File: config.mk
export PLATFORM = sky130hd
export DESIGN_NAME = reset_manager
export DESIGN_NICKNAME = d
export VERILOG_FILES = /design/src/rtl/reset_manager.sv
export SDC_FILE = /design/constraint.sdc
export NUM_CORES = 1
export LEC_CHECK = 0
export ABC_AREA = 1
export CAP_MARGIN = 20
export CORE_MARGIN = 3
export CORE_UTILIZATION = 50
export DETAILED_ROUTE_END_ITERATION = 8
export GPL_ROUTABILITY_DRIVEN = 0
export PLACE_DENSITY = 0.73
export SLEW_MARGIN = 10
export SYNTH_ARGS = -nofsm -noshare
export SYNTH_HDL_FRONTEND = slang
export SYNTH_SLANG_ARGS = --single-unit
File: constraint.sdc
create_clock -name clk -period 2.9 [get_ports clk]
set_clock_uncertainty 0.1 [all_clocks]
set_input_delay 0.87 -clock clk [delete_from_list [all_inputs] [get_ports clk]]
set_output_delay 0.87 -clock clk [all_outputs]
set_load 0.05 [all_outputs]
File: src/rtl/reset_manager.sv
// reset_manager: turns debounced reset requests into timed soft/factory reset pulses
// Ports:
//   clk          system clock, all logic on rising edge
//   rst          asynchronous active-high reset
//   rst_db       single-cycle debounced reset-request pulse
//   botao_rst    raw reset-button level, synchronous to clk
//   sys_rst      reset pulse to the lock datapath/FSM
//   factory_rst  pulse restoring the default password (always with sys_rst)
//   busy         high whenever the manager is not idle
//   rst_count    saturating count of accepted soft resets
// Define RESET_MGR_FACTORY_EN to compile in the hold-to-factory-reset feature.
module reset_manager #(
    parameter int RST_PULSE_LEN = 8,
    parameter int FACTORY_HOLD  = 20000
) (
    input  logic       clk,
    input  logic       rst,
    input  logic       rst_db,
    input  logic       botao_rst,
    output logic       sys_rst,
    output logic       factory_rst,
    output logic       busy,
    output logic [7:0] rst_count
);
    localparam int PW = $clog2(RST_PULSE_LEN + 1);
    localparam logic [PW-1:0] P_LAST = PW'(RST_PULSE_LEN - 1);
    typedef enum logic [2:0] {IDLE, SOFT, HOLD, FACT, WAIT_REL} state_t;
    state_t state;
    logic [PW-1:0] pcnt;
`ifdef RESET_MGR_FACTORY_EN
    localparam int HW = $clog2(FACTORY_HOLD + 1);
    localparam logic [HW-1:0] H_LAST = HW'(FACTORY_HOLD - 1);
    logic [HW-1:0] hcnt;
`else
    logic unused_hold;
    assign unused_hold = (FACTORY_HOLD == 0);
    assign factory_rst = 1'b0;
`endif
    always_ff @(posedge clk or posedge rst) begin
        if (rst) begin
            state     <= IDLE;
            pcnt      <= '0;
            sys_rst   <= 1'b0;
            busy      <= 1'b0;
            rst_count <= '0;
`ifdef RESET_MGR_FACTORY_EN
            factory_rst <= 1'b0;
            hcnt        <= '0;
`endif
        end else begin
            case (state)
                IDLE: if (rst_db) begin
                    state     <= SOFT;
                    sys_rst   <= 1'b1;
                    busy      <= 1'b1;
                    pcnt      <= '0;
                    rst_count <= rst_count + {7'd0, rst_count != 8'hff};
                end
                SOFT: if (pcnt == P_LAST) begin
                    sys_rst <= 1'b0;
                    pcnt    <= '0;
                    if (botao_rst) begin
`ifdef RESET_MGR_FACTORY_EN
                        state <= HOLD;
                        hcnt  <= '0;
`else
                        state <= WAIT_REL;
`endif
                    end else begin
                        state <= IDLE;
                        busy  <= 1'b0;
                    end
                end else begin
                    pcnt <= pcnt + PW'(1);
                end
`ifdef RESET_MGR_FACTORY_EN
                HOLD: if (!botao_rst) begin
                    state <= IDLE;
                    busy  <= 1'b0;
                    hcnt  <= '0;
                end else if (hcnt == H_LAST) begin
                    state       <= FACT;
                    sys_rst     <= 1'b1;
                    factory_rst <= 1'b1;
                    pcnt        <= '0;
                    hcnt        <= '0;
                end else begin
                    hcnt <= hcnt + HW'(1);
                end
                FACT: if (pcnt == P_LAST) begin
                    state       <= WAIT_REL;
                    sys_rst     <= 1'b0;
                    factory_rst <= 1'b0;
                    pcnt        <= '0;
                end else begin
                    pcnt <= pcnt + PW'(1);
                end
`endif
                WAIT_REL: if (!botao_rst) begin
                    state <= IDLE;
                    busy  <= 1'b0;
                end
                default: begin
                    state   <= IDLE;
                    sys_rst <= 1'b0;
                    busy    <= 1'b0;
                end
            endcase
        end
    end
endmodule

# Word level (Yosys, flattened, before mapping)
# Cells that the tools add are included.
# Widths: inputs -> output; s select.
[totals]
out_inout_bits = 11
inputBits = 4
reg_bits = 17
[op_classes]
n_eq_ne = 7
n_mux = 14
n_addsub = 2
n_reduce_logical = 7
n_bitwise = 1
[ops]
columns = ["op", "n"]
rows = [
  ["$mux 3", 4],
  ["$pmux 3 s3", 1],
  ["$add 8x1->8", 1],
  ["$mux 4", 2],
  ["$ne 8x8->1 const B", 1],
  ["$pmux 4 s2", 1],
  ["$ne 2x2->1 const B", 3],
  ["$pmux 1 s3", 2],
  ["$reduce_and 2->1", 3],
  ["$reduce_and 3->1", 2],
  ["$add 4x1->4 const B", 1],
  ["$eq 4x3->1 const B", 1],
  ["$mux 1", 4],
  ["$eq 3x1->1 const B", 1],
  ["$eq 3x3->1 const B", 1],
  ["$logic_not 3->1", 1],
  ["$reduce_bool 2->1", 1],
  ["$not 1->1", 1],
]

# Depth between registers and ports, before layout
# Gate-level depths: netlist (run 1).
[logic_depth]
word_depth = 3
ltp_mapped = 11
depth_no_buf = 11

# Worst setup path before layout (run 1)
# No wires, ideal clock.
[synth_path]
path_kind = "flip-flop to flip-flop"
startpoint = "reg rst_count[3]"
endpoint = "reg rst_count[6]"
required_ns = 2.687
slack_ns = 0.949
period_less_slack_ns = 1.951
path_stages_with_launch = 12
arrival_ns = 1.738
cell_sequence = "dfrtp_1 > nand2_1 > nor2_1 > nand4_1 > ha_1 > ha_1 > inv_1 > nor2_4 > nand2_1 > nand2_1 > nand2_1 > inv_1"
[synth_via]
elab_chain_len = 2
[synth_lines]
columns = ["element", "line_no", "text"]
rows = [
  ["start, declared", "23", "output logic [7:0] rst_count"],
  ["start signal, assigned", "57", "rst_count <= rst_count + {7'd0, rst_count != 8'hff};"],
  ["$ne 8x8->1", "57", ""],
  ["$add 8x1->8 (*)", "57", ""],
]
# Mark *: on every way between the ends. The rest lies on a longest branch, timed or not.
# A chain may end at the register's enable or synchronous reset.

# Final worst setup path (run 1)
[layout_path]
startpoint = "reg rst_count[2]"
endpoint = "out rst_count[2]"
# No word-level cell between the ends.

==> out/metrics.yaml, run 1 <==
critical_path:
  cp_data_arrival_time_ps: 1540
  critPathMaxStageDelay_ps: 830
  critPathLaunchType: "flop"
  critPathBufInv: 1
  r2r-start: "rst_count[3]$_DFFE_PP0P_"
  cp_max_fo: 5
  cp-end-kind: "primary output"
  path_class: "flop to primary output"
  cp.required_ps: 1930
  reg2reg_setup_slack_ps: 1170
  rr_worst_depth: 11
  worst_path_max_delay_cell: "clkdlybuf4s50_1"
  path_cells: "clkdlybuf4s50_1"
  cp_top_family: "buffers and inverters"
  r2r-end: "rst_count[6]$_DFFE_PP0P_"
die:
  fp.coreArea_um2: 1750
  die_area_um2: 2430
  initial_utilization_pct: 53.8
  chipWidth_um: 49.3
  fp.dieH_um: 49.3
  num_rows: 15
  io_pins: 15
detailed_routing:
  drc: 0
  dr.pass1.iters: 4
  final_antenna_net_count: 0
  drt-wirelength-per-cell_um: 10.3
  wl_met3_um: 29
  drtIter0Drc: 8
  viasPerCell: 4.72
  wl_met1_um: 827
  dr_total_vias: 746
  wl_um: 1630
  top_layer: "met4"
  dr_wl_met2_um: 761
timing:
  hold_viol: 0
  setup_viol: 0
  fin_crit_sh_pct: 86.7
  timing.final.crit_period_ps: 2510
  slew_headroom_pct: 60.2
  fmax_mhz: 398
  totalNegativeSetupSlack_ps: 0
  slew_violations: 0
  rsz0062_at_grt: "false"
  worst_pin_slew_ps: 596
cells_and_area:
  layout-drive-gt1-share_pct: 7.52
  area_delta_synth_final_pct: 18.8
  n_antenna_cell: 0
  postLayoutCoreUtil_pct: 63.9
  layout.nets: 146
yosys:
  synthCells: 118
  netlist.top_cell.by_area: "dfrtp_1"
  synth_cell_types: 18
  syn_area_um2: 938
  ys_seq_area_share_pct: 42.7
  syn_nets: 129
  ys_ff_latch: 16
  synth_top_area_share_pct: 42.7
  ys_top_cells_by_area: "dfrtp_1, nand2_1, ha_1"
  syn_avg_cell_area_um2: 7.95
  ys.warnings.count: 0
pwr:
  ir_drop_mv: 0.733
  power.density_nw_per_um2: 1010
  leakagePower_nw: 0.590
global_route:
  grt_pass1_wl_um: 2980
  grt_max_degree: 17
  antenna_found_initial: 0
  grt_overflow_total: 0
  grt_pass1_vias: 739
  grtUsageTotal_pct: 15.4
clock_tree:
  clock_tree.root_cell: "clkbuf_4"
  clock-sinks: 16
  cts_tree: "done"
  postCtsSetupRepairBufs: 0
  post_cts_resized: 0
  clkLatencyLatePin_ps: 280
  cts_max_level: 1
  numCtsBuffers: 3
  clockBufferDepth: 2
  holdBufCountCts: 0
  clk_pin_slew_ps: 90
hold_path:
  worst_hold_path.num_cells: 2
  min-delay-start: "sys_rst$_DFFE_PP0P_"
  min_to: "sys_rst$_DFFE_PP0P_"
  hold_class: "flop to flop"
placement:
  hpwl_um: 1270
  io_buffers: 13
run:
  max_cap_violations: 0
outcome:
  status: "complete, no violations"
[state kept, by name, summed over array words and instances (netlist names)]
| name | cells |
|---|---|
| busy | 1 |
| pcnt | 4 |
| rst_count | 8 |
| state | 2 |
| sys_rst | 1 |
[area by class of cell]
type	instances	area [um2]
sequential	16	400
clock buffer	3	22.5
multi-input combinational	82	459
tap	25	31.3
fill	161	631
timing repair buffer	13	130
inverter	19	71.3
[per-layer routing]
metal / track usage, % / vias up
met2: 25.0 / 6
met1: 20.8 / 337
met4: 5.69 / 0
li1: - / 401
met3: 1.83 / 2
met5: 0 / -
[stage by stage]
step	cells	cell area, um2	hold WS, ps	total power, mW	setup slack, ps
final	158	1110	384	1.13	386
after floorplan	118	938	392	0.845	949
after detailed placement	155	1090	363	1.02	695
after global routing	158	1110	422	1.22	321
after CTS	158	1110	391	1.14	368
after global placement	155	1090	359	1.00	706
[power by group]
part | leakage, nW | switching (mW) | internal, mW | total, mW
combinational | 0.373 | 0.425 | 0.213 | 0.639
clock | 0.0138 | 0.0673 | 0.0481 | 0.115
sequential | 0.203 | 0.0733 | 0.298 | 0.372
total | 0.590 | 0.566 | 0.560 | 1.13
[cell families (layout without fill, tap and decap cells)]
group                      count (synthesis)  count (layout)  share of synthesized area [%]
DFF                                       16              16                           42.7
and+or+nand+nor                           67              67                           34.0
buffers and inverters                     20              35                           8.40
other                                      1               1                          0.400
AOI/OAI and AO/OA                          4               4                           2.40
xor gates and xnor gates                   3               3                           2.80
adders and majority gates                  7               7                           9.33
[cell usage in the layout (no fill, tap or decap)]
cell             netlist  layout
dfrtp_1               16      16
nor2_1                 5       5
nand3_1                9       9
a21oi_1                1       1
a22oi_1                1       1
conb_1                 1       1
nand2_2                3       3
nand4_1                6       6
clkdlybuf4s50_1        0      13
clkbuf_4               0       3
inv_1                 19      19
nand2_4                2       2
nor2_4                 2       2
nand3b_1               1       1
nand2_1               39      39
xnor2_1                1       1
o21ai_0                2       2
xor2_1                 2       2
ha_1                   7       7
[cells in the mapped netlist]
cell type	count
a21oi_1	1
a22oi_1	1
buf_4	1
conb_1	1
dfrtp_1	16
ha_1	7
inv_1	19
nand2_1	39
nand2_2	3
nand2_4	2
nand3_1	9
nand3b_1	1
nand4_1	6
nor2_1	5
nor2_4	2
o21ai_0	2
xnor2_1	1
xor2_1	2
[worst max-delay path by stage]
stage / startpoint / end / depth (start not counted) / slack [ps]
after floorplan: rst_count[3]$_DFFE_PP0P_ / rst_count[6]$_DFFE_PP0P_ / 11 / 950
after detailed placement: rst_count[2]$_DFFE_PP0P_ / rst_count[2] / 1 / 700
after global placement: rst_count[2]$_DFFE_PP0P_ / rst_count[2] / 1 / 710
after global routing: rst_count[2]$_DFFE_PP0P_ / rst_count[2] / 1 / 320
final: rst_count[2]$_DFFE_PP0P_ / rst_count[2] / 1 / 390
after CTS: rst_count[2]$_DFFE_PP0P_ / rst_count[2] / 1 / 370
Power figures use the tool's default switching activity.
==> inputs of run 2 (changes only) <==
--- a/config.mk
+++ b/config.mk
@@ -12,6 +12,7 @@
 export DETAILED_ROUTE_END_ITERATION = 8
 export GPL_ROUTABILITY_DRIVEN = 0
 export PLACE_DENSITY = 0.73
+export REMOVE_ABC_BUFFERS = 1
 export SLEW_MARGIN = 10
 export SYNTH_ARGS = -nofsm -noshare
 export SYNTH_HDL_FRONTEND = slang
==> constraint.sdc (replaced) <==
create_clock -name clk -period 2.9 [get_ports clk]
set_clock_uncertainty 0.1 [all_clocks]
set_input_delay 0.87 -clock clk [delete_from_list [all_inputs] [get_ports clk]]
set_output_delay 0.87 -clock clk [all_outputs]
set_load 0.01 [all_outputs]
==> run 2 against run 1 <==
- via count is 3.1% higher
- sequential power is 1% higher
- sequential share of layout area stayed put
- critical endpoint is now rst_count[1]
- largest power group unchanged
- highest routed layer unchanged
==> out/metrics.yaml, run 2 (synthesis gave the netlist of run 1 again) <==
clock_tree:
  cts_max_level: 1
  clock-sinks: 16
  holdBufCountCts: 0
  clk_pin_slew_ps: 90
  clkLatencyLatePin_ps: 280
  post_cts_resized: 0
  cts_tree: "done"
  postCtsSetupRepairBufs: 0
  numCtsBuffers: 3
  clockBufferDepth: 2
  clock_tree.root_cell: "clkbuf_4"
global_route:
  grt_pass1_wl_um: 3180
  grt_pass1_vias: 755
  grt_max_degree: 17
  grt_overflow_total: 0
  grtUsageTotal_pct: 16.9
  antenna_found_initial: 0
detailed_routing:
  final_antenna_net_count: 0
  dr.pass1.iters: 4
  wl_um: 1770
  viasPerCell: 4.87
  drc: 0
  drtIter0Drc: 7
  dr_total_vias: 769
  drt-wirelength-per-cell_um: 11.2
die:
  chipWidth_um: 49.3
  die_area_um2: 2430
  fp.coreArea_um2: 1750
  num_rows: 15
  initial_utilization_pct: 53.8
  io_pins: 15
  fp.dieH_um: 49.3
timing:
  fin_crit_sh_pct: 77.8
  slew_headroom_pct: 59.6
  timing.final.crit_period_ps: 2260
  setup_viol: 0
  hold_viol: 0
  totalNegativeSetupSlack_ps: 0
  rsz0062_at_grt: "false"
  slew_violations: 0
  fmax_mhz: 443
  worst_pin_slew_ps: 605
hold_path:
  worst_hold_path.num_cells: 2
  hold_class: "flop to flop"
  min_to: "sys_rst$_DFFE_PP0P_"
  min-delay-start: "sys_rst$_DFFE_PP0P_"
cells_and_area:
  area_delta_synth_final_pct: 18.8
  layout-drive-gt1-share_pct: 7.52
  postLayoutCoreUtil_pct: 63.9
  reg_top3: "rst_count (8), pcnt (4), state (2)"
  max_flop_register: "rst_count"
  layout.nets: 146
  num-fill-cells: 157
  n_antenna_cell: 0
  fin_area_um2: 1110
  multi_input_area_um2: 459
  final_cell_mix: "nand2_1, inv_1, dfrtp_1"
  largest_reg_flops: 8
  final-seq-area_um2: 400
  final_common_cell: "nand2_1"
critical_path:
  path_cells: "clkdlybuf4s50_1"
  reg2reg_setup_slack_ps: 1170
  r2r-start: "rst_count[3]$_DFFE_PP0P_"
  cp-end-kind: "primary output"
  cp_data_arrival_time_ps: 1290
  cp_top_family: "buffers and inverters"
  r2r-end: "rst_count[6]$_DFFE_PP0P_"
  critPathBufInv: 1
  cp.required_ps: 1930
  worst_path_max_delay_cell: "clkdlybuf4s50_1"
  cp_max_fo: 5
  rr_worst_depth: 11
  critPathMaxStageDelay_ps: 570
  critPathLaunchType: "flop"
  path_class: "flop to primary output"
pwr:
  ir_drop_mv: 0.564
  power.density_nw_per_um2: 889
  leakagePower_nw: 0.590
run:
  max_cap_violations: 0
placement:
  hpwl_um: 1370
  io_buffers: 13
  placed_area_um2: 1090
outcome:
  status: "complete, no violations"
## run 2: worst min-delay path, cell delays in order, from the launching register on
cell	delay, ps
dfrtp_1	360
nand2_1	50
nand2_1	50
## run 2: area by class of cell
| cell class | instances | area share, % |
|---|---|---|
| multi-input cells | 82 | 41.2 |
| flip-flops and latches | 16 | 35.9 |
| repair buffers | 13 | 11.7 |
| inverters | 19 | 6.40 |
| well taps | 25 | 2.81 |
| clock buffers | 3 | 2.02 |
## run 2: power by group
group | internal [mW] | leakage [nW] | switching [mW]
clock network | 0.0481 | 0.0138 | 0.0641
logic | 0.214 | 0.373 | 0.287
registers | 0.298 | 0.203 | 0.0789
## run 2: metal layers
layer	vias to the layer above	routed length, um	track usage, %
met5	-	0	0
met4	0	14	4.27
met3	2	49	3.98
met2	10	812	28.3
met1	356	891	21.6
li1	401	-	-
## run 2: metrics by stage
stage	hold WS, ps	instances	setup WS, ps	power, mW
global route	434	158	601	1.09
CTS	405	158	641	0.998
finish	395	158	643	0.991
detailed placement	378	155	711	0.881
floorplan	392	117	1270	0.700
global placement	362	155	761	0.862
## run 2: worst max path at each step
stage / start / end / slack (ps) / cells after the start
after global routing: rst_count[1]$_DFFE_PP0P_ / rst_count[1] / 600 / 1
after CTS: rst_count[2]$_DFFE_PP0P_ / rst_count[2] / 640 / 1
after global placement: rst_db / rst_count[7]$_DFFE_PP0P_ / 760 / 6
final: rst_count[1]$_DFFE_PP0P_ / rst_count[1] / 640 / 1
after detailed placement: rst_db / rst_count[7]$_DFFE_PP0P_ / 710 / 6
after floorplan: rst_count[3]$_DFFE_PP0P_ / rst_count[6]$_DFFE_PP0P_ / 1270 / 11
==> inputs of run 3 (changes only) <==
==> constraint.sdc (replaced) <==
create_clock -name clk -period 2.3 [get_ports clk]
set_clock_uncertainty 0.1 [all_clocks]
set_input_delay 0.69 -clock clk [delete_from_list [all_inputs] [get_ports clk]]
set_output_delay 0.69 -clock clk [all_outputs]
set_load 0.01 [all_outputs]
==> run 3 against run 2 <==
- hold slack worse by 1.7 ps
- highest routed layer unchanged
- global-route usage stayed put
- sequential share of layout area unchanged
- first-iteration DRC count unchanged
- via count fell by 0.13%
- combinational power increased by 26%
- register-to-register slack worse by 600 ps
- die area stayed put
- sequential cell count unchanged
- sequential power increased by 26%
- core utilization stayed put
- design area stayed put
==> out/metrics.yaml, run 3 (synthesis gave the netlist of run 1 again) <==
outcome:
  status: "complete, no violations"
cells_and_area:
  final_common_cell: "nand2_1"
  max_flop_register: "rst_count"
  n_antenna_cell: 0
  postLayoutCoreUtil_pct: 63.9
  largest_reg_flops: 8
  reg_top3: "rst_count (8), pcnt (4), state (2)"
  final_cell_mix: "nand2_1, inv_1, dfrtp_1"
  layout.nets: 146
  area_delta_synth_final_pct: 18.8
  layout-drive-gt1-share_pct: 7.52
die:
  fp.coreArea_um2: 1750
  num_rows: 15
  io_pins: 15
  die_area_um2: 2430
  fp.dieH_um: 49.3
  initial_utilization_pct: 53.8
  chipWidth_um: 49.3
timing:
  fmax_mhz: 481
  timing.final.crit_period_ps: 2080
  slew_violations: 0
  hold_viol: 0
  totalNegativeSetupSlack_ps: 0
  slew_headroom_pct: 59.4
  rsz0062_at_grt: "false"
  fin_crit_sh_pct: 90.4
  worst_pin_slew_ps: 608
  setup_viol: 0
detailed_routing:
  final_antenna_net_count: 0
  dr_total_vias: 768
  dr.pass1.iters: 4
  drc: 0
  viasPerCell: 4.86
  wl_um: 1780
  drtIter0Drc: 7
  drt-wirelength-per-cell_um: 11.3
critical_path:
  critPathBufInv: 1
  crit_end: "rst_count[2]"
  critPathMaxStageDelay_ps: 570
  path_cells: "clkdlybuf4s50_1"
  critPathLaunchType: "flop"
  cp-end-kind: "primary output"
  r2r-start: "rst_count[3]$_DFFE_PP0P_"
  cp.required_ps: 1510
  r2r-end: "rst_count[6]$_DFFE_PP0P_"
  cp_data_arrival_time_ps: 1290
  startpoint: "rst_count[2]$_DFFE_PP0P_"
  rr_worst_depth: 11
  cp_max_fo: 5
  worst_path_max_delay_cell: "clkdlybuf4s50_1"
  cp_top_family: "buffers and inverters"
  reg2reg_setup_slack_ps: 570
  path_class: "flop to primary output"
  cp.depth: 1
clock_tree:
  clock-sinks: 16
  postCtsSetupRepairBufs: 0
  clkLatencyLatePin_ps: 280
  cts_tree: "done"
  numCtsBuffers: 3
  post_cts_resized: 0
  cts_max_level: 1
  clockBufferDepth: 2
  clock_tree.root_cell: "clkbuf_4"
  clk_pin_slew_ps: 90
  holdBufCountCts: 0
pwr:
  ir_drop_mv: 0.711
  leakagePower_nw: 0.590
  power.density_nw_per_um2: 1120
  power.total_mw: 1.25
global_route:
  grt_pass1_wl_um: 3190
  antenna_found_initial: 0
  grtUsageTotal_pct: 16.9
  grt_overflow_total: 0
  grt_pass1_vias: 762
  grt_max_degree: 17
placement:
  io_buffers: 13
  hpwl_um: 1370
hold_path:
  worst_hold_path.num_cells: 2
  hold_class: "flop to flop"
run:
  max_cap_violations: 0
-- run 3: how the worst min path moves through the flow --
stage,startpoint,endpoint,slack (ps)
6_report,sys_rst$_DFFE_PP0P_,sys_rst$_DFFE_PP0P_,390
5_1_grt,sys_rst$_DFFE_PP0P_,sys_rst$_DFFE_PP0P_,430
4_1_cts,sys_rst$_DFFE_PP0P_,sys_rst$_DFFE_PP0P_,400
3_5_place_dp,sys_rst$_DFFE_PP0P_,sys_rst$_DFFE_PP0P_,380
3_3_place_gp,sys_rst$_DFFE_PP0P_,sys_rst$_DFFE_PP0P_,360
2_1_floorplan,state[2]$_DFFE_PP0P_,state[2]$_DFFE_PP0P_,390
-- run 3: layout make-up --
class                   instances  area (um2)
well taps                      25        31.3
inverters                      19        71.3
multi-input cells              82         459
repair buffers                 13         130
clock buffers                   3        22.5
flip-flops and latches         16         400
fillers                       158         631
-- run 3: layer usage --
| metal | track usage, % | vias up | wire length (um) |
|---|---|---|---|
| li1 | - | 401 | - |
| met1 | 21.6 | 353 | 881 |
| met4 | 4.27 | 0 | 14 |
| met3 | 3.98 | 2 | 58 |
| met2 | 28.3 | 12 | 830 |
| met5 | 0 | - | 0 |
-- run 3: metrics by stage --
stage          hold WS [ps]  cell area, um2  instances  worst slack (ps)
2_1_floorplan           392             931        117               665
3_3_place_gp            362            1090        155               341
3_5_place_dp            378            1090        155               294
4_1_cts                 403            1110        158               221
5_1_grt                 432            1110        158               181
6_report                393            1110        158               221
-- run 3: where the power goes --
part | switching [mW] | leakage (nW) | internal (mW)
registers | 0.0998 | 0.203 | 0.376
clock network | 0.0834 | 0.0138 | 0.0606
logic | 0.362 | 0.373 | 0.270
